===== config.mk =====
export PLATFORM = sky130hd
export DESIGN_NAME = gpio_debounce
export DESIGN_NICKNAME = d
export VERILOG_FILES = /design/src/rtl/gpio_debounce.sv
export SDC_FILE = /design/constraint.sdc
export NUM_CORES = 1
export LEC_CHECK = 0
export CORE_ASPECT_RATIO = 1.75
export CORE_MARGIN = 5
export CORE_UTILIZATION = 55
export DETAILED_ROUTE_END_ITERATION = 8
export PLACE_DENSITY = 0.85
export SYNTH_ARGS = -nofsm -noshare
export SYNTH_HDL_FRONTEND = slang
export SYNTH_SLANG_ARGS = --single-unit

===== constraint.sdc =====
create_clock -name clk -period 6.5 [get_ports clk]
set_input_delay 0.975 -clock clk [delete_from_list [all_inputs] [get_ports clk]]
set_output_delay 0.975 -clock clk [all_outputs]
set_load 0.01 [all_outputs]

===== src/rtl/gpio_debounce.sv =====
// gpio_debounce
//   Per-pin debouncer for raw GPIO inputs. Each pin goes through a two-flop
//   synchronizer. A pin's debounced level changes only after the synchronized
//   level has disagreed with it for a programmable number of consecutive
//   clocks. Commits raise sticky RISE/FALL flags, and those flags drive a
//   maskable level interrupt.
//
// Ports
//   clk          rising-edge clock for all logic
//   rst          synchronous active-high reset
//   pins_in      raw asynchronous pins (WIDTH)
//   pins_stable  debounced pin levels (WIDTH)
//   r_en/r_addr  read strobe and address; r_data is registered one clock later
//   w_en/w_addr/w_data  write strobe, address and data
//   irq          registered level interrupt
//
// Register map (address bits [7:0] only)
//   0x00 STATE   RO   debounced levels
//   0x04 RISE    W1C  0->1 commit flags
//   0x08 FALL    W1C  1->0 commit flags
//   0x0C THRESH  RW   debounce threshold [CNT_W-1:0]; 0 behaves as 1
//   0x10 IRQ_EN  RW   [WIDTH-1:0] rise enables, [2*WIDTH-1:WIDTH] fall enables
module gpio_debounce #(
  parameter int              WIDTH      = 8,
  parameter int              CNT_W      = 16,
  parameter logic [CNT_W-1:0] THRESH_RST = 16'd1000
) (
  input  logic             clk,
  input  logic             rst,
  input  logic [WIDTH-1:0] pins_in,
  output logic [WIDTH-1:0] pins_stable,
  input  logic             r_en,
  input  logic [31:0]      r_addr,
  output logic [31:0]      r_data,
  input  logic             w_en,
  input  logic [31:0]      w_addr,
  input  logic [31:0]      w_data,
  output logic             irq
);

  localparam logic [7:0] ADDR_STATE  = 8'h00;
  localparam logic [7:0] ADDR_RISE   = 8'h04;
  localparam logic [7:0] ADDR_FALL   = 8'h08;
  localparam logic [7:0] ADDR_THRESH = 8'h0C;
  localparam logic [7:0] ADDR_IRQ_EN = 8'h10;

  logic [WIDTH-1:0]   sync1_q, sync2_q;
  logic [WIDTH-1:0]   stable_q, stable_d;
  logic [CNT_W-1:0]   cnt_q [WIDTH];
  logic [CNT_W-1:0]   cnt_d [WIDTH];
  logic [CNT_W:0]     cnt_inc [WIDTH];
  logic [WIDTH-1:0]   rise_q, rise_d, fall_q, fall_d;
  logic [WIDTH-1:0]   set_rise, set_fall;
  logic [CNT_W-1:0]   thresh_q, thresh_eff;
  logic [2*WIDTH-1:0] irq_en_q;
  logic               irq_q;
  logic [31:0]        rdata_q, rdata_d;
  logic               wr_rise, wr_fall, wr_thresh, wr_irq_en;
  logic               unused_addr_data;

  // Only the low address byte and the low data bits are decoded.
  assign unused_addr_data = ^{r_addr, w_addr, w_data};

  assign wr_rise   = w_en && (w_addr[7:0] == ADDR_RISE);
  assign wr_fall   = w_en && (w_addr[7:0] == ADDR_FALL);
  assign wr_thresh = w_en && (w_addr[7:0] == ADDR_THRESH);
  assign wr_irq_en = w_en && (w_addr[7:0] == ADDR_IRQ_EN);

  assign thresh_eff = (thresh_q == '0) ? CNT_W'(1) : thresh_q;

  // One extra bit so an all-ones count still compares correctly.
  for (genvar g = 0; g < WIDTH; g++) begin : g_inc
    assign cnt_inc[g] = {1'b0, cnt_q[g]} + (CNT_W+1)'(1);
  end

  // An all-ones count always meets any threshold, so the commit branch
  // fires before the counter could wrap; that is the saturation.
  always_comb begin
    stable_d = stable_q;
    set_rise = '0;
    set_fall = '0;
    for (int i = 0; i < WIDTH; i++) begin
      cnt_d[i] = '0;
      if (sync2_q[i] != stable_q[i]) begin
        if (cnt_inc[i] >= {1'b0, thresh_eff}) begin
          stable_d[i] = sync2_q[i];
          set_rise[i] = sync2_q[i];
          set_fall[i] = ~sync2_q[i];
        end else begin
          cnt_d[i] = cnt_inc[i][CNT_W-1:0];
        end
      end
    end
  end

  // A same-cycle commit wins over a W1C clear.
  assign rise_d = (rise_q & ~(wr_rise ? w_data[WIDTH-1:0] : '0)) | set_rise;
  assign fall_d = (fall_q & ~(wr_fall ? w_data[WIDTH-1:0] : '0)) | set_fall;

  // Reads see pre-write register values.
  always_comb begin
    rdata_d = '0;
    if (r_en) begin
      case (r_addr[7:0])
        ADDR_STATE:  rdata_d = 32'(stable_q);
        ADDR_RISE:   rdata_d = 32'(rise_q);
        ADDR_FALL:   rdata_d = 32'(fall_q);
        ADDR_THRESH: rdata_d = 32'(thresh_q);
        ADDR_IRQ_EN: rdata_d = 32'(irq_en_q);
        default:     rdata_d = '0;
      endcase
    end
  end

  always_ff @(posedge clk) begin
    if (rst) begin
      sync1_q  <= '0;
      sync2_q  <= '0;
      stable_q <= '0;
      for (int i = 0; i < WIDTH; i++) cnt_q[i] <= '0;
      rise_q   <= '0;
      fall_q   <= '0;
      thresh_q <= THRESH_RST;
      irq_en_q <= '0;
      irq_q    <= 1'b0;
      rdata_q  <= '0;
    end else begin
      sync1_q  <= pins_in;
      sync2_q  <= sync1_q;
      stable_q <= stable_d;
      for (int i = 0; i < WIDTH; i++) cnt_q[i] <= cnt_d[i];
      rise_q   <= rise_d;
      fall_q   <= fall_d;
      if (wr_thresh) thresh_q <= w_data[CNT_W-1:0];
      if (wr_irq_en) irq_en_q <= w_data[2*WIDTH-1:0];
      irq_q    <= |((rise_q & irq_en_q[WIDTH-1:0]) |
                    (fall_q & irq_en_q[2*WIDTH-1:WIDTH]));
      rdata_q  <= rdata_d;
    end
  end

  assign pins_stable = stable_q;
  assign r_data      = rdata_q;
  assign irq         = irq_q;

endmodule


* After elaboration in Yosys (flattened, before gate mapping)
Memory sizes are Yosys's and may differ from the RTL's.
Index checks and enable logic that the tools add are counted.
** Storage, ports and cells
- Logic and storage cells :: 154
- Memories kept :: 1
- Flip-flop bits (word level) :: 105
- Memory bits (writable) :: 128
** Memory list
- cnt_q :: depth 8, width 16, read ports 8, clocked after memory_dff 0, wr ports 8, RTL line 49 : logic [CNT_W-1:0] cnt_q [WIDTH];
** Operators by class
- Multiplexer cells :: 63
- Reduce and logical (&&, ||, !) cells :: 16
- $lt $le $gt $ge :: 8
- Add/subtract/negate cells :: 8
- Equal/unequal tests :: 16
- Bitwise gates (word level) :: 26
** Operator list (number)
- two-way mux 16 bit :: 25
- adder 16 x 1 -> 17 bit, second input constant :: 8
- >= comparator 17 x 16 -> 1 bit :: 8
- case mux 16 bit (5 select lines) :: 1
- two-way mux 1 bit :: 35
- bitwise AND 8 bit :: 4
- == test 8 x 4 -> 1 bit, second input constant :: 4
- bitwise OR 8 bit :: 3
- == test 8 x 3 -> 1 bit, second input constant :: 2
- == test 8 x 5 -> 1 bit, second input constant :: 2
- logical NOT 16 bit :: 1
- two-way mux 8 bit :: 2
- NOT 8 bit :: 2
- AND reduction 2 bit :: 8
- NOT 1 bit :: 9
- logical NOT 8 bit :: 1
- != test 1 bit :: 8
- bitwise OR 1 bit :: 8
- OR reduction 8 bit :: 1
- logical AND 1 bit :: 4
- OR reduction 2 bit :: 1

* Logic depth before layout (Yosys ltp)
Gate-level depths: netlist of run 1.
- Depth in word-level cells :: 6
- Gate-level depth with buffers :: 14

* Worst setup path before layout of run 1
Ideal clock, no wire load.
- Path kind :: reg2reg
- From :: memory cnt_q[2][0] (netlist: cnt_q[0][32])
- To :: memory cnt_q[2][7] (netlist: cnt_q[0][39])
- Clock period less this slack :: 3154 ps
- Data required time :: 6435 ps
- Stages on the path, launching flop included :: 14
- Data arrival time :: 3089 ps
- Slack :: 3346 ps
- Buffers on the path :: 1
- Cell sequence :: dfxtp_1 ha_1 nand3_1 nor3_1 and3_1 xor2_1 ha_1 a21o_1 a21o_1 a21oi_1 o211ai_1 or4_4 buf_2 nor2b_1
** RTL lines (RTL line)
- from (decl) :: 49

==> flow_metrics.env, run 1 <==
export IMPL_finalPower_mw=2.72
export IMPL_p_leak_nw=5.59
export IMPL_synth_area_um2=12100
export IMPL_cp_start_kind="flop"
export IMPL_synth_seq_cells=217
export IMPL_antenna_diode_count=0
export IMPL_cts_htree_levels=1
export IMPL_synth_top_cell_area_share_pct=35.9
export IMPL_dr_total_vias=10200
export IMPL_numCtsBuffers=20
export IMPL_final_util_pct=63.4
export IMPL_synthCells=1344
export IMPL_antenna_found_initial=0
export IMPL_clock_skew_ns=0.0157
export IMPL_p_per_area_nw_per_um2=199
export IMPL_max_cap_violations=0
export IMPL_clk_pin_slew_ns=0.07
export IMPL_drc=0
export IMPL_cts_resized=0
export IMPL_critPathKind="reg2reg"
export IMPL_post_dp_cell_area_um2=13000
export IMPL_maxSlewHeadroom_pct=30.5
export IMPL_io_buffers=68
export IMPL_hold_viol=0
export IMPL_cp_end_kind="flop"
export IMPL_gp_congestion=0.908
export IMPL_tns_ns=0
export IMPL_worst_hold_path_num_cells=1
export IMPL_cp_max_fo=16
export IMPL_grt_use_total_pct=25.0
export IMPL_worst_pin_slew_ns=1.04
export IMPL_yosys_warnings=0
export IMPL_place_inst=1677
export IMPL_layout_commonest_cell="dfxtp_1"
export IMPL_ir_drop_v=0.000248
export IMPL_synth_edf_count=0
export IMPL_grt_pass1_vias=10500
export IMPL_dp_hpwl_mm=22.6
export IMPL_yosys_area_top_type="dfxtp_1"
export IMPL_grt_max_degree=52
export IMPL_drive_gt1_share_pct=5.56
export IMPL_synthDistinctLibCells=71
export IMPL_grt_overflow=0
export IMPL_setup_violations=0
export IMPL_drtAntennaViolNets=0
export IMPL_rows=71
export IMPL_drt_pass1_iterations=5
export IMPL_ff2ff_path_depth=12
export IMPL_io_pins=149
export IMPL_nets=1651
export IMPL_die_area_um2=25200
export IMPL_synthFlopType="dfxtp_1"
export IMPL_cts_tree="yes"
export IMPL_synth_area_per_cell_um2=8.99
export IMPL_outcome="finished, final reports clean"
export IMPL_area_growth_synth_to_final_pct=13.2
export IMPL_ys_seq_area_share_pct=35.9
export IMPL_cts_setup_buffers=0
export IMPL_worstPathArrival_ns=4.28
export IMPL_cts_sinks=217
export IMPL_die_w_um=122
export IMPL_synthArstFlopShare_pct=0
export IMPL_coreArea_um2=21600
export IMPL_drv_slew=0
export IMPL_initial_core_util_pct=56.0
export IMPL_finalNonFillerCells=1713
export IMPL_min_path_type="reg2reg"
export IMPL_clock_fmax_mhz=260
export IMPL_clk_latency_ns=0.50
export IMPL_drt_iter0_drc=622
export IMPL_period_needed_ns=3.85
export IMPL_timing_final_crit_share_pct=59.3
export IMPL_routed_wl_mm=31.5
export IMPL_layout_common_cells="dfxtp_1, nand2_1, ha_1"
export IMPL_hold_buffers=0
export IMPL_crit_required_ns=6.93
export IMPL_rsz0062_at_grt="false"
export IMPL_viasPerCell=5.95
export IMPL_grt_pass1_wl_mm=50.6
export IMPL_die_h_um=206
export IMPL_postLayoutCellArea_um2=13700
export IMPL_routedWlPerCell_um=18.4
export IMPL_cts_max_path_buffers=3
export IMPL_ys_top_cells_by_area="dfxtp_1, ha_1, xnor2_1, nand2_1, nor2b_1"
export IMPL_clock_root_buffer="clkbuf_16"
power by group:
group	switching, mW	total [mW]	internal, mW
combinational	0.0448	0.0812	0.0364
sequential	0.00605	1.34	1.34
clock	0.518	1.30	0.785
cell families (layout without fill, tap and decap cells):
| logic type | after synthesis | after routing | share of synthesized area, % |
|---|---|---|---|
| AOI/OAI and AO/OA | 195 | 195 | 11.2 |
| adders and majority gates | 136 | 136 | 14.1 |
| other | 1 | 16 | 0.0310 |
| muxes | 14 | 14 | 1.23 |
| xor gates and xnor gates | 120 | 120 | 8.69 |
| DFF | 217 | 217 | 35.9 |
| and+or+nand+nor | 573 | 573 | 25.5 |
| buffers and inverters | 88 | 150 | 3.42 |
path summary, 6_finish.rpt:
check	from	slack [ns]	endpoint
setup / recovery	cnt_q[1][32]	2.65	cnt_q[1][47]
hold / removal	sync1_q[5]	0.45	sync2_q[5]
setup reg to reg	cnt_q[1][32]	2.65	cnt_q[1][47]
hold reg to reg	sync1_q[5]	0.45	sync2_q[5]
worst max-delay path: stages, from the launching register on:
cell and delay, ns:
dfxtp_1 0.39, ha_1 0.25, nand2_1 0.10, nor3_1 0.38, nand2_1 0.17, nor2_1 0.15
xor2_1 0.21, ha_1 0.28, a21o_1 0.21, a221oi_1 0.39, nand4_1 0.34, or3_1 0.70
nor2b_1 0.21
routing by layer:
metal  up-vias  part of all wire [%]  track usage [%]
met2       408                    48             43.8
met1      4753                    38             27.9
met5         -                     0                0
met3       147                   6.3             3.34
met4         0                   7.5             16.9
li1       4883                     -                -
area by class of cell:
cell class / instances / area (um2)
Sequential cell: 217 / 4340
Inverter: 43 / 161
Clock inverter: 10 / 154
Timing Repair Buffer: 71 / 698
Multi-Input combinational cell: 1054 / 7390
Tap cell: 292 / 365
Clock buffer: 26 / 574
Fill cell: 1734 / 7900
state kept, by name, indices dropped and copies added, names as in the netlist:
name         cells
thresh_q        16
irq_en_q        16
sync1_q          8
cnt_q          128
r_data          16
sync2_q          8
pins_stable      8
irq              1
rise_q           8
fall_q           8
synth_stat cells, types with 4 or more instances:
cell type and n:
ha_1 136, dfxtp_1 217, mux2_2 7, nor4_1 9, o31ai_1 4, a211oi_1 10
a21o_1 15, nand4_1 43, nor2b_2 15, xnor2_1 77, nand2_1 150, a21oi_1 63
nor2_1 81, o21ai_0 14, buf_4 16, or3_1 4, nor3_1 27, a22oi_1 17
a32oi_1 6, buf_2 6, clkbuf_1 16, nor2b_1 90, and2b_1 6, o21a_1 4
a22o_1 11, inv_1 43, a221oi_1 5, and3_1 43, mux2i_1 7, xor2_1 43
and2_1 6, buf_1 5, o211ai_1 12, nand3_1 61, nand2b_1 4, and4_1 12
o41ai_1 5
per-stage QoR:
| stage | setup WS [ns] | hold WS [ns] |
|---|---|---|
| finish | 2.65 | 0.448 |
| CTS | 2.66 | 0.451 |
| global placement | 2.94 | 0.420 |
| detailed placement | 2.83 | 0.435 |
| floorplan | 3.35 | 0.414 |
| global route | 2.29 | 0.462 |
No activity file was read; power rests on OpenSTA's default activity.
==> run 2, diff against run 1 <==
- clock period: 6.5 -> 3.8 ns (I/O delays scaled with it)
==> run 2 against run 1 <==
Against the previous run:
- non-clock buffer count is 17 higher
- first-iteration DRC count is 13% higher
- maximum frequency is 8.0% higher
- cell count is 0.99% higher
- sequential share of layout area is 0.24 points lower
- clock skew is 0.0042 ns lower
- cell area is 0.75% higher
- largest cell class unchanged
==> flow_metrics.env, run 2 (synthesized netlist as in run 1, its figures left out) <==
export IMPL_hold_ws_ns=0.446
export IMPL_cts_htree_levels=1
export IMPL_hold_viol=0
export IMPL_worst_pin_slew_ns=0.989
export IMPL_critPathKind="reg2reg"
export IMPL_cp_end_kind="flop"
export IMPL_p_sw_share_pct=22.2
export IMPL_antenna_diode_count=0
export IMPL_p_seq_share_pct=50.5
export IMPL_antenna_found_initial=0
export IMPL_crit_required_ns=4.25
export IMPL_layout_common_cells="dfxtp_1, nand2_1, ha_1"
export IMPL_clock_skew_ns=0.0114
export IMPL_cts_sinks=217
export IMPL_grt_overflow=0
export IMPL_place_inst=1694
export IMPL_cts_max_path_buffers=3
export IMPL_numCtsBuffers=20
export IMPL_cp_start_kind="flop"
export IMPL_clk_latency_ns=0.51
export IMPL_final_util_pct=63.9
export IMPL_drv_slew=0
export IMPL_gp_congestion=0.964
export IMPL_grt_pass1_vias=10500
export IMPL_die_h_um=206
export IMPL_drive_gt1_share_pct=6.88
export IMPL_largest_reg_flops=128
export IMPL_area_growth_synth_to_final_pct=14.1
export IMPL_min_path_type="reg2reg"
export IMPL_drtAntennaViolNets=0
export IMPL_io_buffers=68
export IMPL_hold_buffers=0
export IMPL_p_clk_share_pct=46.4
export IMPL_p_per_area_nw_per_um2=330
export IMPL_die_area_um2=25200
export IMPL_ff2ff_setup_slack_ns=0.23
export IMPL_grt_pass1_wl_mm=51.4
export IMPL_max_cap_violations=0
export IMPL_cts_tree="yes"
export IMPL_drt_pass1_iterations=6
export IMPL_nets=1668
export IMPL_io_pins=149
export IMPL_routed_wl_mm=32.0
export IMPL_p_int_mw=3.54
export IMPL_coreArea_um2=21600
export IMPL_viasPerCell=6.00
export IMPL_clock_fmax_mhz=280
export IMPL_maxSlewHeadroom_pct=33.9
export IMPL_clock_root_buffer="clkbuf_16"
export IMPL_power_frac_comb_pct=3.1
export IMPL_cts_resized=0
export IMPL_die_w_um=122
export IMPL_layout_commonest_cell="dfxtp_1"
export IMPL_ir_drop_v=0.000355
export IMPL_rsz0062_at_grt="false"
export IMPL_p_leak_nw=5.64
export IMPL_finalNonFillerCells=1730
export IMPL_cp_max_fo=16
export IMPL_rows=71
export IMPL_grt_use_total_pct=25.4
export IMPL_cts_setup_buffers=0
export IMPL_drt_iter0_drc=704
export IMPL_initial_core_util_pct=56.0
export IMPL_outcome="finished, final reports clean"
export IMPL_routedWlPerCell_um=18.5
export IMPL_setup_violations=0
export IMPL_regMostFlops="cnt_q"
export IMPL_dr_total_vias=10400
export IMPL_worstPathArrival_ns=4.02
export IMPL_p_switching_mw=1.01
export IMPL_drc=0
export IMPL_tns_ns=0
export IMPL_grt_max_degree=56
export IMPL_timing_final_crit_share_pct=93.9
export IMPL_dp_hpwl_mm=23.5
export IMPL_clk_pin_slew_ns=0.07
export IMPL_period_needed_ns=3.57
run 2: cell count changes in the layout (fill, tap and decap cells not counted):
cell and change:
clkinvlp_4 +4, a2111oi_4 +1, bufinv_16 -2, clkinv_4 -1
nand3_1 -1, buf_4 +17, nand3_2 +1, or3_4 +1
or3_1 -1, inv_6 +1, a2111oi_2 -1, clkbuf_1 -1
clkbuf_8 -1
run 2: power by group through the flow:
stage / Sequential, mW / Combinational (mW) / Clock, mW
floorplan: 2.34 / 0.0774 / 0
finish: 2.30 / 0.139 / 2.11
global route: 2.30 / 0.150 / 2.21
detailed placement: 2.35 / 0.136 / 0
CTS: 2.30 / 0.136 / 2.12
global placement: 2.35 / 0.133 / 0
run 2: per-stage QoR:
step                instance area (um2)  setup slack [ns]  power [mW]
global route                      13800            0.0593        4.66
finish                            13800             0.233        4.55
global placement                  13100             0.369        2.48
floorplan                         12100             0.646        2.42
detailed placement                13100             0.242        2.48
CTS                               13800             0.212        4.55
run 2: critical path, stage by stage, from the launching register on:
cell and delay (ns):
dfxtp_1 0.47, ha_1 0.32, nand4_1 0.11, nor3_1 0.48
nand2_1 0.15, xnor2_1 0.17, ha_1 0.36, a21o_1 0.18
a21oi_1 0.16, o22ai_1 0.08, or3_4 0.36, a311o_4 0.44
and2b_1 0.23
run 2: worst paths after layout:
kind | cells after the start | start | end
setup / recovery | 12 | cnt_q[1][16] | cnt_q[1][31]
hold / removal | 1 | sync1_q[5] | sync2_q[5]
setup reg to reg | 12 | cnt_q[1][16] | cnt_q[1][31]
hold reg to reg | 1 | sync1_q[5] | sync2_q[5]
run 2: metal layers:
metal	share of wire [%]	vias up	global-route usage, %
li1	-	4900	-
met1	37	4888	28.1
met2	48	442	44.4
met3	6.8	157	3.64
met4	7.8	0	17.2
met5	0	-	0
run 2: layout make-up:
cell class / count / area [um2]
fill: 1686 / 7800
multi-input combinational: 1054 / 7410
sequential: 217 / 4340
timing repair buffer: 88 / 826
clock buffer: 24 / 557
tap: 292 / 365
inverter: 43 / 161
clock inverter: 12 / 124
==> run 3, diff against run 2 <==
- ABC_CLOCK_PERIOD_IN_PS: not set -> 3800
==> results of run 3 <==
Same layout as run 2: the final DEF is identical, and so are final timing and power.
